File: src/rtl/alu_scan_pkg.sv
// Shared definitions for the alu_scan block: operation encoding and small helpers.
// Optional feature macro: ALU_SCAN_FLAGS_EN (adds carry/zero flag outputs and flops).
package alu_scan_pkg;

  // Width of the operation select field.
  localparam int unsigned OpWidth = 2;

  // Operation select encoding.
  typedef enum logic [OpWidth-1:0] {
    OP_ADD = 2'b00,
    OP_SUB = 2'b01,
    OP_AND = 2'b10,
    OP_OR  = 2'b11
  } op_e;

  // Arithmetic operations are the only ones that can produce a carry/borrow.
  function automatic logic is_arith(op_e op);
    return (op == OP_ADD) || (op == OP_SUB);
  endfunction

endpackage

File: src/rtl/alu_scan_core.sv
// Combinational ALU datapath: next result (and, with ALU_SCAN_FLAGS_EN, carry and zero)
// from the operation select and the two operands. Holds no state.
module alu_scan_core
  import alu_scan_pkg::*;
#(
  parameter int unsigned WIDTH = 4
) (
  input  logic [OpWidth-1:0] op_code_i,
  input  logic [WIDTH-1:0]   a_i,
  input  logic [WIDTH-1:0]   b_i,
`ifdef ALU_SCAN_FLAGS_EN
  output logic               carry_o,
  output logic               zero_o,
`endif
  output logic [WIDTH-1:0]   res_o
);

  op_e op;
  assign op = op_e'(op_code_i);

`ifdef ALU_SCAN_FLAGS_EN
  // One extra bit holds carry-out for ADD and borrow for SUB (set when a < b unsigned).
  logic [WIDTH:0] ext;

  // Extended-width operation result; the MSB is the carry/borrow.
  always_comb begin
    ext = '0;
    unique case (op)
      OP_ADD:  ext = {1'b0, a_i} + {1'b0, b_i};
      OP_SUB:  ext = {1'b0, a_i} - {1'b0, b_i};
      OP_AND:  ext = {1'b0, a_i & b_i};
      OP_OR:   ext = {1'b0, a_i | b_i};
      default: ext = '0;
    endcase
  end

  assign res_o   = ext[WIDTH-1:0];
  assign carry_o = is_arith(op) & ext[WIDTH];
  assign zero_o  = (ext[WIDTH-1:0] == '0);
`else
  // Plain modulo-2^WIDTH operation result.
  always_comb begin
    res_o = '0;
    unique case (op)
      OP_ADD:  res_o = a_i + b_i;
      OP_SUB:  res_o = a_i - b_i;
      OP_AND:  res_o = a_i & b_i;
      OP_OR:   res_o = a_i | b_i;
      default: res_o = '0;
    endcase
  end
`endif

endmodule

File: src/rtl/alu_scan.sv
// Registered ALU with a serial scan chain through its result register.
// scan_en=0 captures the ALU output each edge; scan_en=1 shifts the chain by one bit.
// Optional feature macro: ALU_SCAN_FLAGS_EN adds carry/zero flag flops, which extend the
// chain as scan_in -> result[0..WIDTH-1] -> carry -> zero -> scan_out.
module alu_scan
  import alu_scan_pkg::*;
#(
  parameter int unsigned WIDTH = 4
) (
  input  logic               clk,
  input  logic               rst,
  input  logic [OpWidth-1:0] op_code,
  input  logic [WIDTH-1:0]   A,
  input  logic [WIDTH-1:0]   B,
  input  logic               scan_en,
  input  logic               scan_in,
`ifdef ALU_SCAN_FLAGS_EN
  output logic               carry,
  output logic               zero,
`endif
  output logic [WIDTH-1:0]   result,
  output logic               scan_out
);

  logic [WIDTH-1:0] core_res;
  logic [WIDTH-1:0] result_d;
  logic [WIDTH-1:0] result_q;

`ifdef ALU_SCAN_FLAGS_EN
  logic core_carry;
  logic core_zero;
  logic carry_d;
  logic carry_q;
  logic zero_d;
  logic zero_q;

  alu_scan_core #(
    .WIDTH (WIDTH)
  ) u_core (
    .op_code_i (op_code),
    .a_i       (A),
    .b_i       (B),
    .carry_o   (core_carry),
    .zero_o    (core_zero),
    .res_o     (core_res)
  );
`else
  alu_scan_core #(
    .WIDTH (WIDTH)
  ) u_core (
    .op_code_i (op_code),
    .a_i       (A),
    .b_i       (B),
    .res_o     (core_res)
  );
`endif

  // Next-state mux for the result register: shift the chain or capture the ALU output.
  always_comb begin
    result_d = result_q;
    if (scan_en) begin
      result_d = {result_q[WIDTH-2:0], scan_in};
    end else begin
      result_d = core_res;
    end
  end

  // Result register; reset wins over both shift and capture.
  always_ff @(posedge clk) begin
    if (rst) begin
      result_q <= '0;
    end else begin
      result_q <= result_d;
    end
  end

  assign result = result_q;

`ifdef ALU_SCAN_FLAGS_EN
  // Flag next-state: in shift mode carry follows result MSB and zero follows carry.
  always_comb begin
    carry_d = carry_q;
    zero_d  = zero_q;
    if (scan_en) begin
      carry_d = result_q[WIDTH-1];
      zero_d  = carry_q;
    end else begin
      carry_d = core_carry;
      zero_d  = core_zero;
    end
  end

  // Flag registers, cleared together with the result.
  always_ff @(posedge clk) begin
    if (rst) begin
      carry_q <= 1'b0;
      zero_q  <= 1'b0;
    end else begin
      carry_q <= carry_d;
      zero_q  <= zero_d;
    end
  end

  assign carry    = carry_q;
  assign zero     = zero_q;
  assign scan_out = zero_q;
`else
  assign scan_out = result_q[WIDTH-1];
`endif

endmodule

File: config.mk
export PLATFORM = sky130hd
export DESIGN_NAME = alu_scan
export DESIGN_NICKNAME = d
export VERILOG_FILES = /design/src/rtl/alu_scan_pkg.sv /design/src/rtl/alu_scan_core.sv /design/src/rtl/alu_scan.sv
export SDC_FILE = /design/constraint.sdc
export NUM_CORES = 1
export LEC_CHECK = 0
export BUFFER_PORTS_ARGS = -buffer_cell sky130_fd_sc_hd__buf_2
export CAP_MARGIN = 20
export CORE_MARGIN = 2
export CORE_UTILIZATION = 35
export CTS_CLUSTER_DIAMETER = 100
export CTS_CLUSTER_SIZE = 14
export DETAILED_ROUTE_END_ITERATION = 10
export SLEW_MARGIN = 5
export SYNTH_ARGS = -nofsm -noshare
export SYNTH_HDL_FRONTEND = slang
export SYNTH_SLANG_ARGS = --single-unit
File: constraint.sdc
create_clock -name clk -period 2.2 [get_ports clk]
set_input_delay 0.33 -clock clk [delete_from_list [all_inputs] [get_ports clk]]
set_output_delay 0.33 -clock clk [all_outputs]
set_load 0.005 [all_outputs]
# == After elaboration in Yosys (flattened, before gate mapping) ==
# Index checks and enable logic that the tools add are counted.
# classes
add_sub_neg,2
n_eq_ne,3
n_mux,2
bitwise_logic,2
reduce_logical,1
# ops
cell,count
case mux 4 bit (4 select lines),1
adder 4 bit,1
bitwise AND 4 bit,1
== test 2 bit (second input constant),2
two-way mux 4 bit,1
bitwise OR 4 bit,1
subtractor 4 bit,1
== test 2 x 1 -> 1 bit (second input constant),1
zero test 2 bit,1
# word_totals
register_bits,4
in_bits,14
out_inout_bits,5
wordCells,11

# == Depth between registers and ports, before layout ==
# logic_depth
ltp_word,3
ltp_mapped,9
ltp_nobuf,9

# == Modules after synthesis ==
# From an unflattened synthesis, not the netlist that was laid out.
# unflattened
cells_unflattened,58
hier_area_um2,495.5
# modules_own_cells
mod,instances,cells_each,area_per_inst_um2,seq_area_each_um2
alu_scan_core,1,44,347.8,0.0
alu_scan,1,14,147.6,80.1

# == Worst setup path before layout ==
# OpenSTA, ideal clock, no wires.
# synth_timing
path_type,input -> register
startpoint,input port op_code[1]
endpoint,register result_q[3] (netlist: result[3])
setup_ps,126
t_arrival_ps,1870
t_required_ps,2074
setup_slack_ps,205
path_stages,9
path_buffers,1
cell_sequence,buf_4 nor2b_4 mux2_2 inv_1 ha_1 nor2b_1 o21ai_0 nor3b_1 a211oi_2
# synth_via
elab_chain_len,3
word_cells_on_any_way,6
classes_between,3 x eq/ne; 2 x mux; 1 x reduce/logical
# synth_lines
item,line_no,source
"start, declared",alu_scan.sv:12,"input logic [OpWidth-1:0] op_code,"
== test 2 bit (tied with other cells),alu_scan_core.sv:44,unique case (op)
case mux 4 bit (4 select lines) *,alu_scan_core.sv:44,
two-way mux 4 bit *,alu_scan.sv:61,if (scan_en) begin
"end signal, assigned",alu_scan.sv:73,result_q <= result_d;
"end, declared",alu_scan.sv:27,logic [WIDTH-1:0] result_q;
# Mark *: on every way between the ends. The rest lies on a longest branch, timed or not.
# A chain may end at the register's enable or synchronous reset.

# == Worst setup path after layout ==
# layout_timing
startpoint,input port B[0]
endpoint,register result_q[1] (netlist: result[1])
# layout_via
elab_chain_len,3
word_cells_on_any_way,4
classes_between,2 x add/sub; 2 x mux
# layout_lines
item,line_no,source
"start, declared",alu_scan.sv:14,"input logic [WIDTH-1:0] B,"
subtractor 4 bit or adder 4 bit (tied branches),"alu_scan_core.sv:46, alu_scan_core.sv:45",
case mux 4 bit (4 select lines) *,alu_scan_core.sv:44,
two-way mux 4 bit *,alu_scan.sv:61,
# Marks and branches as above.

==> metrics.md <==
| Metric | Value |
|---|---|
| Status | finished, final reports clean |
| Top post-synthesis cells by area | dfxtp_1 (16%), ha_1 (15%), inv_1 (5.4%) |
| Critical path capture point type | flip-flop |
| Area share of the largest cell type after synthesis | 0.164 |
| Flop2flop setup slack | 1.36 ns |
| R2r endpoint | result[3] |
| Largest net degree at the start of global routing | 10 |
| Period Utilization, post-route | 0.877 |
| GPL Wtd Cong | roughly 0.7 |
| Fmax | 518 MHz |
| First-pass GRT wire length | 1.44 mm |
| Clk_lat worst skew | roughly 0.23 ns |
| P&R area growth vs syn | 30.5% |
| CP startpoint kind | input pin |
| Number of global-route vias before repair | 375 |
| Port bufs | 18 |
| Final Non-Filler Cells | 96 |
| Hold crit path type | input pin to flip-flop |
| Cell Area, Placed | 614 um^2 |
| Total power | 0.000287 W |
| CTS tree | done |
| Core area | 1300 um^2 |
| Routed len/inst | 9.44 um |
| Post-synth top area cell | dfxtp_1 |
| Crit path max fanout | 2 |
| Crit path required time | 2.37 ns |
| Clock root buffer | clkbuf_4 |
| DRC viols | 0 |
| Seq/Total Area, Yosys | 0.164 |
| Worst vdd ir | 0.000137 V |
| Cell variety after synth | 28 |
| Dpl cells | 93 |
| Setup violations, final | 0 |
| Clk_skew | 0.000411 ns |
| Hold Path Depth | 2 |
| Vias post-DR | 443 |
| Yosys reg bits | 4 |
| Antenna violations before repair | 0 |
| Post-DP HPWL | ~800 um |
| Slew Limit Fails | 0 |
| Post-route ant nets | 0 |
| Reg clk slew, reported paths | approximately 0.03 ns |
| Site Rows | 13 |
| Initial DRC Count | 2 |
| Ys Warns | 0 |
| Hold path startpoint | rst |
| CP arrival | ~2.1 ns |
| Unrepaired setup endpoints after global routing | no |
| Syn Inst Count | 58 |
| Max reg flops | 4 |
| Setup_tns | 0 ns |
| Mean post-synth cell area | 8.41 um^2 |
| Pleak | 0.316 nW |
| Ports | 19 |
| Number of max-cap violations | 0 |
| Final #Nets | 104 |
| Cell area after layout | about 640 um^2 |
| PostCTS Resize Cnt | 0 |
| Cells on worst reg2reg path | 4 |
| Congestion Overflow GR | 0 |
| Share of cells above drive strength 1 | 0.420 |
| Critical path type | input pin to flip-flop |
| Hold EP | result[1] |
| TritonCTS buffer count | 3 |
| First-pass DRT Iterations | 2 |
| Ant. Diodes | 0 |
| Vias per inst | 4.61 |
| Worst R2R Start | result[2] |
| Initial Utilization | 0.375 |
| Clk buf depth | 2 |
| Die W | 41.3 um |
| Total GRT Usage | 0.130 |
| Hold Fails Final Rpt | 0 |
| Total wire length | about 900 um |
| Final core utilization | 0.489 |
| Slew @ Worst Pin | 0.297 ns |
| Num Clock Sinks | 4 |
| Netlist Area Pre-Place | 488 um^2 |
| Max-slew headroom | 0.800 |
| Syn Nets | 79 |
| Die height | 41.3 um |
| # hold bufs at CTS | 0 |
| Die ar. | approximately 1700 um^2 |
| Post-layout min period | 1.93 ns |
| Power density over cell area | 451 nW/um^2 |
| CTS H-tree depth | 1 |
| Setup Fix Bufs, Post-CTS | 0 |
-- layer usage --
| metal | wire, um | vias up | GRT usage |
|---|---|---|---|
| met1 | 444 | 184 | 0.179 |
| met5 | 0 | - | 0 |
| li1 | - | 244 | - |
| met3 | 54 | 0 | 0 |
| met4 | 0 | 0 | 0.0726 |
| met2 | 407 | 15 | 0.207 |
-- metrics by stage --
step | hold WS, ns | setup slack [ns]
2_1_floorplan | 0.402 | 0.205
3_3_place_gp | 0.467 | 0.0363
3_5_place_dp | 0.484 | 0.0177
4_1_cts | 0.298 | 0.263
5_1_grt | 0.314 | 0.123
6_report | 0.305 | 0.271
-- worst max-delay path by stage --
stage | cells after the start | slack, ns | endpoint | from
after CTS | 9 | 0.26 | result[1] | B[0]
after global placement | 9 | 0.04 | result[1] | B[0]
final | 9 | 0.27 | result[1] | B[0]
after global routing | 9 | 0.12 | result[1] | B[0]
after floorplan | 9 | 0.20 | result[3] | op_code[1]
after detailed placement | 9 | 0.02 | result[1] | B[0]
-- cell usage in the layout, fill, tap and decap left out, types with 2 or more instances in the layout --
| cell type | instances |
|---|---|
| ha_1 | 6 |
| a311oi_1 | 2 |
| a21oi_1 | 3 |
| nor2b_1 | 2 |
| maj3_1 | 2 |
| clkbuf_4 | 3 |
| nor3_1 | 2 |
| buf_4 | 5 |
| o21ai_0 | 4 |
| inv_1 | 7 |
| nand2b_1 | 2 |
| xnor2_1 | 2 |
| buf_2 | 18 |
| dfxtp_1 | 4 |
| nor2_1 | 5 |
-- cells in the mapped netlist --
cell type,count
a211oi_1,1
a211oi_2,1
a21oi_1,3
a221oi_2,1
a311oi_1,2
and2_4,1
and2b_2,1
buf_2,1
buf_4,2
dfxtp_1,4
fa_1,1
ha_1,6
inv_1,7
maj3_1,2
mux2_2,1
nand2_1,1
nand2b_1,2
nor2_1,5
nor2b_1,2
nor2b_4,1
nor3_1,2
nor3b_1,1
o21ai_0,4
or2_2,1
or2b_1,1
or3_4,1
xnor2_1,2
xor2_1,1
-- final cells by class --
type / instances / area, um^2
clock buffer: 3 / 22.5
fill: 137 / 664
inverter: 7 / 26.3
multi-input combinational: 44 / 362
sequential: 4 / 80.1
tap: 15 / 18.8
timing repair buffer: 23 / 128
-- logic make-up after synthesis --
family | synth area share
simple gates | 0.249
xor+xnor | 0.0539
mux | 0.0231
flops | 0.164
buf+inv | 0.0949
compound gates | 0.179
fa+ha+maj | 0.236
-- critical path, stage by stage --
cell and delay [ns]:
buf_2 0.08, inv_1 0.05, ha_1 0.27, mux2_2 0.29
fa_1 0.47, and2b_2 0.20, a311oi_1 0.26, a21oi_1 0.07
nor2_1 0.08
-- where the power goes --
group	switching [W]	leakage (nW)	internal [W]	total (W)
clock network	0.0000282	0.0138	0.0000609	0.0000891
registers	0.00000258	0.0332	0.0000795	0.0000820
logic	0.0000527	0.269	0.0000636	0.000116
Note: power is estimated with default switching activity, not from simulation.
